### src/rtl/frame_scrambler_tx.sv
// Transmit framer: sends an unscrambled sync word, then PAYLOAD_LEN payload bits
// scrambled with an 8-bit additive LFSR. One output bit per baud strobe, 1-clk latency.
module frame_scrambler_tx #(
    parameter int unsigned SYNC_LEN    = 16,
    parameter logic [31:0] SYNC_WORD   = 32'h0000_EB90,
    parameter int unsigned PAYLOAD_LEN = 64,
    parameter logic [7:0]  LFSR_SEED   = 8'hAA
) (
    input  logic clk,
    input  logic rst,
    input  logic i_start,
    input  logic i_abort,
    input  logic i_bit_en,
    input  logic i_data,
    input  logic i_valid,
    output logic o_ready,
    output logic o_tx_data,
    output logic o_tx_valid,
    output logic o_sync_done,
    output logic o_end_pulse,
    output logic o_underrun,
    output logic o_busy
);
    typedef enum logic [2:0] {
        IDLE    = 3'b001,
        SYNC    = 3'b010,
        PAYLOAD = 3'b100
    } state_t;

    localparam logic [15:0] SYNC_LAST = 16'(SYNC_LEN - 1);
    localparam logic [15:0] PAY_LAST  = 16'(PAYLOAD_LEN - 1);

    state_t      state;
    logic [7:0]  lfsr;
    logic [15:0] cnt;
    logic [4:0]  sync_idx;
    logic        lfsr_fb;

    // cnt never exceeds SYNC_LEN-1 (<=31) while in SYNC, so 5 bits index the word
    assign sync_idx = 5'(SYNC_LEN - 1) - cnt[4:0];
    assign lfsr_fb  = lfsr[0] ^ lfsr[2] ^ lfsr[4] ^ lfsr[7];
    assign o_ready  = (state == PAYLOAD) && i_bit_en;
    assign o_busy   = (state == SYNC) || (state == PAYLOAD);

    always_ff @(posedge clk) begin
        if (rst) begin
            state       <= IDLE;
            lfsr        <= LFSR_SEED;
            cnt         <= '0;
            o_tx_data   <= 1'b0;
            o_tx_valid  <= 1'b0;
            o_sync_done <= 1'b0;
            o_end_pulse <= 1'b0;
            o_underrun  <= 1'b0;
        end else begin
            o_tx_valid  <= 1'b0;
            o_sync_done <= 1'b0;
            o_end_pulse <= 1'b0;
            o_underrun  <= 1'b0;
            case (state)
                IDLE: begin
                    if (i_start) begin
                        lfsr  <= LFSR_SEED;
                        cnt   <= '0;
                        state <= SYNC;
                    end
                end
                SYNC: begin
                    if (i_abort) begin
                        state <= IDLE;
                    end else if (i_bit_en) begin
                        o_tx_data  <= SYNC_WORD[sync_idx];
                        o_tx_valid <= 1'b1;
                        if (cnt == SYNC_LAST) begin
                            o_sync_done <= 1'b1;
                            cnt         <= '0;
                            state       <= PAYLOAD;
                        end else begin
                            cnt <= cnt + 16'd1;
                        end
                    end
                end
                PAYLOAD: begin
                    if (i_abort) begin
                        state <= IDLE;
                    end else if (i_bit_en && i_valid) begin
                        o_tx_data  <= i_data ^ lfsr[7];
                        o_tx_valid <= 1'b1;
                        lfsr       <= {lfsr[6:0], lfsr_fb};
                        if (cnt == PAY_LAST) begin
                            o_end_pulse <= 1'b1;
                            cnt         <= '0;
                            state       <= IDLE;
                        end else begin
                            cnt <= cnt + 16'd1;
                        end
                    end else if (i_bit_en) begin
                        // skipped slot: lfsr and cnt hold so the far-end descrambler stays aligned
                        o_underrun <= 1'b1;
                    end
                end
                default: state <= IDLE;
            endcase
        end
    end
endmodule

### config.mk
export PLATFORM = sky130hd
export DESIGN_NAME = frame_scrambler_tx
export DESIGN_NICKNAME = d
export VERILOG_FILES = /design/src/rtl/frame_scrambler_tx.sv
export SDC_FILE = /design/constraint.sdc
export NUM_CORES = 1
export LEC_CHECK = 0
export ABC_AREA = 1
export ABC_CLOCK_PERIOD_IN_PS = 3030
export CAP_MARGIN = 20
export CELL_PAD_IN_SITES_DETAIL_PLACEMENT = 0
export CELL_PAD_IN_SITES_GLOBAL_PLACEMENT = 1
export CORE_MARGIN = 5
export CORE_UTILIZATION = 40
export CTS_CLUSTER_DIAMETER = 100
export CTS_CLUSTER_SIZE = 28
export DETAILED_ROUTE_END_ITERATION = 10
export HOLD_SLACK_MARGIN = 0.12
export PLACE_DENSITY_LB_ADDON = 0.3
export SETUP_SLACK_MARGIN = 0.3
export SYNTH_ARGS = -nofsm -noshare
export SYNTH_HDL_FRONTEND = slang
export SYNTH_SLANG_ARGS = --single-unit
### constraint.sdc
create_clock -name clk -period 3.03 [get_ports clk]
set_clock_uncertainty 0.05 [all_clocks]
set_input_delay 0.4545 -clock clk [delete_from_list [all_inputs] [get_ports clk]]
set_output_delay 0.4545 -clock clk [all_outputs]
set_load 0.02 [all_outputs]
**Yosys cells after proc, flatten, opt, wreduce, memory -nomap -nowiden**

Memory sizes are Yosys's and may differ from the RTL's.
Index checks and enable logic that the tools add are counted.

- Flip-flop bits (word level): 32
- Bits in read-only memories: 32
- Input bits: 7
- Word-level logic and storage cells: 80
- Memories: 1

- Add/subtract/negate cells: 2
- $lt $le $gt $ge: 1
- Equal/unequal tests: 14
- Multiplexer cells: 33
- Bitwise logic cells: 8
- Reduce and logical (&&, ||, !) cells: 13

Memory list:

| memory | depth | bits a word | rd ports | clocked after Yosys merged registers in | write ports | RTL line | source |
|---|---|---|---|---|---|---|---|
| (name not given) | 32 | 1 | 1 | 0 | 0 | 72 | `o_tx_data <= SYNC_WORD[sync_idx];` |

Operators by type and width:

| operator | count |
|---|---|
| two-way mux 16 bit | 7 |
| case mux 16 bit (3 select lines) | 1 |
| two-way mux 8 bit | 3 |
| two-way mux 3 bit | 7 |
| adder 16 x 1 -> 16 bit, second input constant | 1 |
| equality test 16 x 4 -> 1 bit, second input constant | 1 |
| equality test 16 x 6 -> 1 bit, second input constant | 1 |
| case mux 8 bit (2 select lines) | 1 |
| OR reduction 4 bit | 3 |
| two-way mux 1 bit | 11 |
| AND reduction 5 bit | 2 |
| inequality test 3 x 2 -> 1 bit, second input constant | 3 |
| case mux 3 bit (3 select lines) | 1 |
| inequality test 2 bit, second input constant | 4 |
| less-than comparator 5 x 6 -> 1 bit, second input constant | 1 |
| AND reduction 6 bit | 1 |
| subtractor 4 x 5 -> 5 bit, first input constant | 1 |
| NOT 1 bit | 4 |
| case mux 1 bit (2 select lines) | 2 |
| AND reduction 4 bit | 1 |
| nonzero test 2 bit | 2 |
| XOR 1 bit | 4 |
| equality test 3 x 1 -> 1 bit, second input constant | 1 |
| equality test 3 x 2 -> 1 bit, second input constant | 1 |
| other kinds (6) | 7 |

**Depth between registers and ports, before layout**

Gate-level depths: netlist (run 1).

- Depth after elaboration: 6
- Gate-level depth with buffers: 12
- Depth with buffers taken out: 11

**Worst setup path after synthesis (run 1)**

Ideal clock, no wire load.

- Path type: register to register
- From: register cnt[0]
- To: register cnt[5]
- Library setup time: 110 ps
- Data arrival time: 1478 ps
- Data required time: 2870 ps
- Slack: 1392 ps
- Cell stages (with the launch flop): 12
- Period minus slack after synthesis: 1638 ps
- Cell sequence: dfxtp_1 ha_1 nand3_1 nor2_1 nand2_1 nand2_1 nand2_1 nor2_2 nor2_4 buf_4 nand3_1 inv_1

- Longest elaborated chain between the ends: 5

Ends and longest elaborated chain:

| what | RTL line | source |
|---|---|---|
| from (decl) | 35 | `logic [15:0] cnt;` |
| from (signal assigned) | 79 | `cnt <= cnt + 16'd1;` |
| from (signal assigned) | 95 | `cnt <= cnt + 16'd1;` |
| adder 16 x 1 -> 16 bit (tied with other cells) | 79, 95 |  |
| two-way mux 16 bit (on tied branches) | 90, 74 |  |
| two-way mux 16 bit (on tied branches) | 86, 71 |  |
| two-way mux 16 bit (on tied branches) | 84, 69 |  |
| case mux 16 bit (3 select lines) (*) | 60 | `case (state)` |

Mark *: on every way between the ends. The rest lies on a longest branch, timed or not. The select of a mux whose other input is x is not followed.
A chain may end at the register's enable or synchronous reset.

**Final worst setup path (run 1)**

- From: register state[1]
- To: output port o_ready

- Longest elaborated chain between the ends: 2

Ends and longest elaborated chain:

| what | RTL line | source |
|---|---|---|
| from (decl) | 33 | `state_t state;` |
| from (signal assigned) | 47 | `state <= IDLE;` |
| from (signal assigned) | 65 | `state <= SYNC;` |
| from (signal assigned) | 70 | `state <= IDLE;` |
| equality test 3 bit | 42 | `assign o_ready = (state == PAYLOAD) && i_bit_en;` |
| logical AND 1 bit | 42 |  |
| to (decl) | 16 | `output logic o_ready,` |

No other way between the ends.

==> metrics.yaml, run 1 <==
outcome:
  status: "finished clean"
route:
  dr.pass1.iters: 4
  via_per_inst: 4.78
  wl_microns: 3740
  drt_iter0_markers: 55
  antenna_left: 0
  num_vias: 1620
  drcViolationCount: 0
  routedWlPerCell_microns: 11.0
synthesis:
  syn_area_sq_um: 1780
  async_flop_share: 0
  synthTopCellsByCount: "nand2_1, nor2_1, inv_1"
  ys_seq_area_frac: 0.360
  synth.avg_cell_area_sq_um: 6.59
  synth_edf_count: 0
  synth_top_cell_by_area: "dfxtp_1"
  synth_seq_cells: 32
  synth_cell_type_count: 35
  synth_area_leaders: "dfxtp_1, nand2_1, nor2_1, inv_1, nand4_1"
  synth_nets: 279
  synth_warnings: 0
  syn-instance-count: 270
  synth_top_area_share: 0.360
  post-synth-top-count-cell: "nand2_1"
  ys.flop_type: "dfxtp_1"
clock_tree:
  post_cts_buffers: 0
  cts_tree: "built"
  cts_hold_buffers: 0
  clkSlewWorstSetupHoldPaths_ns: 0.07
  clock_path_buffers: 2
  clockRootBuffer: "clkbuf_8"
  cts_buffers: 5
  cts-resized-gates: 0
  clkLatencyLatePin_ns: 0.28
  htree_levels: 2
  clock-sinks: 32
timing:
  slew_viol_final: 0
  hold_viol: 0
  tns_ns: 0
  min_period_ns: 2.34
  rsz0062_at_grt: "no"
  tightest_slew_ns: 0.305
  period_share: 0.772
  max_freq_ghz: 0.427
  relSlewSlack: 0.796
  setup_viol: 0
die:
  die_height_microns: 76.7
  core_sq_um: 4320
  die-area_sq_um: 5890
  start_util: 0.412
  io-pin-count: 14
  die_w_microns: 76.7
  rows: 24
worst_hold_path:
  hold_path_end: "lfsr[4]"
  worstHoldStart: "lfsr[3]"
  hold_path_class: "flip-flop to flip-flop"
  holdPathStages: 2
cells_and_area:
  drive_above_1_share: 0.0906
  final_util: 0.477
  diodes: 0
  fin_nets: 295
  syn_to_final_growth_pct: 15.8
grt:
  grt_overflow_total: 0
  first_global_vias: 1479
  grt_max_degree: 22
  grt_pass1_wl_microns: 6380
  grt_util_all_layers: 0.131
  antenna_found_initial: 0
pwr:
  vdd_ir_drop_max_uv: 313
  p_leak_nw: 0.874
  clkPwrFrac: 0.303
  seq_power_share: 0.361
  p_int_mw: 0.838
  switching_share: 0.380
  cellPowerDensity_nw_per_um2: 656
  combPwrFrac: 0.336
  power_switching_mw: 0.514
place:
  hpwl_microns: 2800
  gp_congestion: 0.809
  portBuffers: 13
critical_path:
  path_max_fanout: 8
  crit_type: "flip-flop to output pin"
  start_kind: "flip-flop"
  cp.arrival_ns: 1.84
  critPathCaptureType: "output pin"
  r2r_cells: 8
  cpPeakStageDelay_ns: 0.63
  path_cells: "inv_1 > nand3_2 > nor2_2 > clkdlybuf4s50_1"
  crit-reg2reg-launch: "state[2]"
  r2r_end: "cnt[10]"
  worst-path-stages: 4
  r2r_slack_ns: 1.21
  worst_ep_required_time_ns: 2.53
  crit_start: "state[1]"
  cp_num_buf_inv: 2
  critPathTopFamily: "buffers and inverters"
  cp_slowest_cell: "clkdlybuf4s50_1"
flow_run:
  maxCapViolCount: 0
-- how the worst max path moves through the flow --
stage               to  slack [ns]
6_report       o_ready        0.69
5_1_grt        o_ready        0.59
4_1_cts        o_ready        0.68
3_5_place_dp   o_ready        0.71
3_3_place_gp   o_ready        0.73
2_1_floorplan   cnt[5]        1.39
-- through the flow --
step	setup slack [ns]	total power, mW	area [sq um]	instances	hold slack, ns
floorplan	1.39	0.870	1780	270	0.390
global placement	0.730	0.949	1950	331	0.404
detailed placement	0.706	0.954	1950	331	0.407
CTS	0.683	1.37	2060	339	0.419
global route	0.586	1.44	2060	339	0.446
finish	0.690	1.35	2060	339	0.415
-- routing by layer --
metal	global-route usage	up-vias	routed length [microns]
met5	0	-	0
met4	0.0577	0	74
met3	0.0316	9	151
met2	0.225	26	1730
met1	0.153	695	1790
li1	-	890	-
-- tightest hold or removal path: stages (launching register included) --
cell and delay, ns:
dfxtp_1 0.31, nand2_1 0.06, a21oi_1 0.05
-- final cells by class --
class                           instances  area [sq um]
Multi-Input combinational cell        196           968
Inverter                               37           139
Fill cell                             471          2260
Sequential cell                        32           641
Clock inverter                          3          42.5
Clock buffer                            5          68.8
Tap cell                               52          65.1
Timing Repair Buffer                   14           138
-- logic make-up (layout without fill, tap and decap cells) --
logic type,count (synthesis),after routing,share of synthesized area
AO/OA/AOI/OAI,26,26,0.0808
XOR/XNOR,4,4,0.0197
adder cells (fa/ha/maj),2,2,0.0141
buffers and inverters,42,59,0.0963
flip-flops,32,32,0.360
AND/OR/NAND/NOR,164,164,0.429
-- power groups by stage --
stage | clock network [mW] | registers, mW | logic [mW]
after floorplan | 0 | 0.491 | 0.378
after global placement | 0 | 0.496 | 0.453
after global routing | 0.440 | 0.490 | 0.506
final | 0.410 | 0.488 | 0.454
after detailed placement | 0 | 0.496 | 0.458
after CTS | 0.422 | 0.487 | 0.456
-- sequential cells by signal (all words and copies together), names as in the netlist --
name,flops
cnt,16
o_sync_done,1
o_tx_valid,1
o_tx_data,1
o_underrun,1
lfsr,8
o_end_pulse,1
state,3
-- placed cells by master (no fill, tap or decap), types with 3 or more instances in the layout --
| cell | count |
|---|---|
| inv_2 | 3 |
| nor2_1 | 41 |
| o21ai_0 | 11 |
| nand2_1 | 75 |
| inv_1 | 33 |
| nor3_1 | 5 |
| nor2_2 | 3 |
| nand3_1 | 11 |
| clkdlybuf4s50_1 | 13 |
| o22ai_1 | 4 |
| a21oi_1 | 8 |
| nand4_1 | 12 |
| clkbuf_8 | 5 |
| dfxtp_1 | 32 |
Note: power is estimated with default switching activity, not from simulation.
==> run 2: changes to the inputs <==
--- a/config.mk
+++ b/config.mk
@@ -6,7 +6,7 @@
 export NUM_CORES = 1
 export LEC_CHECK = 0
 export ABC_AREA = 1
-export ABC_CLOCK_PERIOD_IN_PS = 3030
+export ABC_CLOCK_PERIOD_IN_PS = 2400
 export CAP_MARGIN = 20
 export CELL_PAD_IN_SITES_DETAIL_PLACEMENT = 0
 export CELL_PAD_IN_SITES_GLOBAL_PLACEMENT = 1
==> constraint.sdc (replaced) <==
create_clock -name clk -period 2.4 [get_ports clk]
set_clock_uncertainty 0.05 [all_clocks]
set_input_delay 0.36 -clock clk [delete_from_list [all_inputs] [get_ports clk]]
set_output_delay 0.36 -clock clk [all_outputs]
set_load 0.02 [all_outputs]
==> metrics.yaml, run 2 (same netlist as run 1, synthesis figures left out) <==
route:
  drcViolationCount: 0  # unchanged
  via_per_inst: 4.90  # was 4.78
  dr.pass1.iters: 4  # unchanged
  drt_iter0_markers: 68  # was 55
  num_vias: 1666  # was 1620
  antenna_left: 0  # unchanged
  wl_microns: 3760  # was 3740 microns
  routedWlPerCell_microns: 11.1  # was 11.0 microns
timing:
  relSlewSlack: 0.797  # was 0.796
  hold_viol: 0  # unchanged
  tns_ns: 0  # unchanged
  tightest_slew_ns: 0.304  # was 0.305 ns
  holdWs_ns: 0.414  # was 0.415 ns
  max_freq_ghz: 0.540
  setup_viol: 0  # unchanged
  period_share: 0.771
  min_period_ns: 1.85
  rsz0062_at_grt: "no"  # unchanged
  slew_viol_final: 0  # unchanged
clock_tree:
  clockRootBuffer: "clkbuf_8"  # unchanged
  cts_buffers: 5  # unchanged
  htree_levels: 2  # unchanged
  post_cts_buffers: 0  # unchanged
  cts_hold_buffers: 0  # unchanged
  clkLatencyLatePin_ns: 0.28  # about the same
  cts_tree: "built"  # unchanged
  clock_path_buffers: 2  # unchanged
  clock-sinks: 32  # unchanged
  clkSlewWorstSetupHoldPaths_ns: 0.07  # about the same
place:
  portBuffers: 13  # unchanged
  dpl.cell_count: 332  # was 331
  hpwl_microns: 2810  # was 2800 microns
  gp_congestion: 0.776  # was 0.809
cells_and_area:
  layout_commonest_cell: "nand2_1"  # unchanged
  drive_above_1_share: 0.0972  # was 0.0906
  diodes: 0  # unchanged
  fin_nets: 296  # was 295
  reg.largest.list: "cnt x16, lfsr x8, state x3"  # unchanged
  syn_to_final_growth_pct: 16.6  # was 15.8%
  final_util: 0.480  # was 0.477
  most-common-layout-cells: "nand2_1, nor2_1, inv_1"  # unchanged
  top_register: "cnt"  # unchanged
  final_cells: 340  # was 339
  largest_reg_flops: 16  # unchanged
critical_path:
  crit_type: "flip-flop to flip-flop"  # was flip-flop to output pin
  worst-path-stages: 9  # was 4
  cp_num_buf_inv: 2  # unchanged
  r2r_cells: 9  # was 8
  worst_ep_required_time_ns: 2.56  # was 2.53 ns
  path_cells: "inv_1 > nand3_2 > buf_4 > nand3_4 > nand2_4 > nor2_2 > nor2_4 > nand2_1 > nor2_1"  # was inv_1 > nand3_2 > nor2_2 > clkdlybuf4s50_1
  r2r_slack_ns: 0.55  # was 1.21 ns
  critPathTopFamily: "simple AND/OR/NAND/NOR gates"  # was buffers and inverters
  r2r_end: "cnt[4]"  # was cnt[10]
  critPathCaptureType: "flip-flop"  # was output pin
  cpPeakStageDelay_ns: 0.44  # was 0.63 ns
  start_kind: "flip-flop"  # unchanged
  path_max_fanout: 21  # was 8
  cp_slowest_cell: "dfxtp_1"  # was clkdlybuf4s50_1
  cp.arrival_ns: 2.02  # was 1.84 ns
  worstSetupEndpoint: "cnt[4]"  # was o_ready
  crit-reg2reg-launch: "state[1]"  # was state[2]
  crit_start: "state[1]"  # unchanged
pwr:
  p_leak_nw: 0.901  # was 0.874 nW
  vdd_ir_drop_max_uv: 291  # was 313 uV
  cellPowerDensity_nw_per_um2: 822  # was 656 nW/um^2
  power_mw: 1.71  # was 1.35 mW
flow_run:
  maxCapViolCount: 0  # unchanged
worst_hold_path:
  worstHoldStart: "lfsr[3]"  # unchanged
  hold_path_class: "flip-flop to flip-flop"  # unchanged
die:
  start_util: 0.412  # unchanged
  die_height_microns: 76.7  # unchanged
  die-area_sq_um: 5890  # unchanged
  die_w_microns: 76.7  # unchanged
  core_sq_um: 4320  # unchanged
  rows: 24  # unchanged
  io-pin-count: 14  # unchanged
grt:
  antenna_found_initial: 0  # unchanged
  grt_overflow_total: 0  # unchanged
  grt_max_degree: 22  # unchanged
  first_global_vias: 1543  # was 1479
  grt_pass1_wl_microns: 6600  # was 6380 microns
  grt_util_all_layers: 0.136  # was 0.131
outcome:
  status: "finished clean"  # unchanged
run 2: changes by cell type in the layout (fill, tap and decap cells not counted):
cell             delta
buf_4               +1
clkdlybuf4s50_1     -2
dlygate4sd2_1       +1
dlymetal6s2s_1      +1
nand3_1             -1
nand3_2             +1
run 2: timing repair:
item | 4_1_cts | 5_1_grt
setup endpoints to repair | 2 | 1
gates resized for setup | 2 | 1
pin swaps | 0 | 0
run 2: worst min-delay path by stage:
stage                             to  slack (ns)  cells past startpoint
after floorplan           o_underrun        0.39                      1
after global placement       lfsr[6]        0.40                      2
after detailed placement     lfsr[6]        0.41                      2
after CTS                    lfsr[4]        0.42                      2
after global routing         lfsr[6]        0.44                      2
final                        lfsr[4]        0.41                      2
run 2: worst register-to-register path, stage by stage (launching register included):
cell	delay, ns
dfxtp_1	0.44
inv_1	0.13
nand3_2	0.12
buf_4	0.16
nand3_4	0.13
nand2_4	0.23
nor2_2	0.09
nor2_4	0.26
nand2_1	0.08
nor2_1	0.10
run 2: area by class of cell:
cell class | instances | area [sq um]
fill | 469 | 2250
timing repair buffer | 15 | 146
clock buffer | 5 | 68.8
sequential | 32 | 641
inverter | 37 | 139
multi-input combinational | 196 | 973
clock inverter | 3 | 42.5
tap | 52 | 65.1
run 2: through the flow:
step	cell area (sq um)	setup slack (ns)
final	2080	0.548
after floorplan	1780	0.762
after global placement	1960	0.291
after CTS	2070	0.379
after detailed placement	1960	0.280
after global routing	2080	0.338
run 2: layer usage:
| metal | GRT usage | vias to the layer above | share of wire |
|---|---|---|---|
| li1 | - | 888 | - |
| met1 | 0.156 | 747 | 0.48 |
| met2 | 0.233 | 21 | 0.46 |
| met3 | 0.0398 | 10 | 0.034 |
| met4 | 0.0594 | 0 | 0.023 |
| met5 | 0 | - | 0 |
run 2: report_power, final:
group / switching [mW] / internal, mW
clock: 0.209 / 0.307
combinational: 0.393 / 0.179
sequential: 0.0449 / 0.573
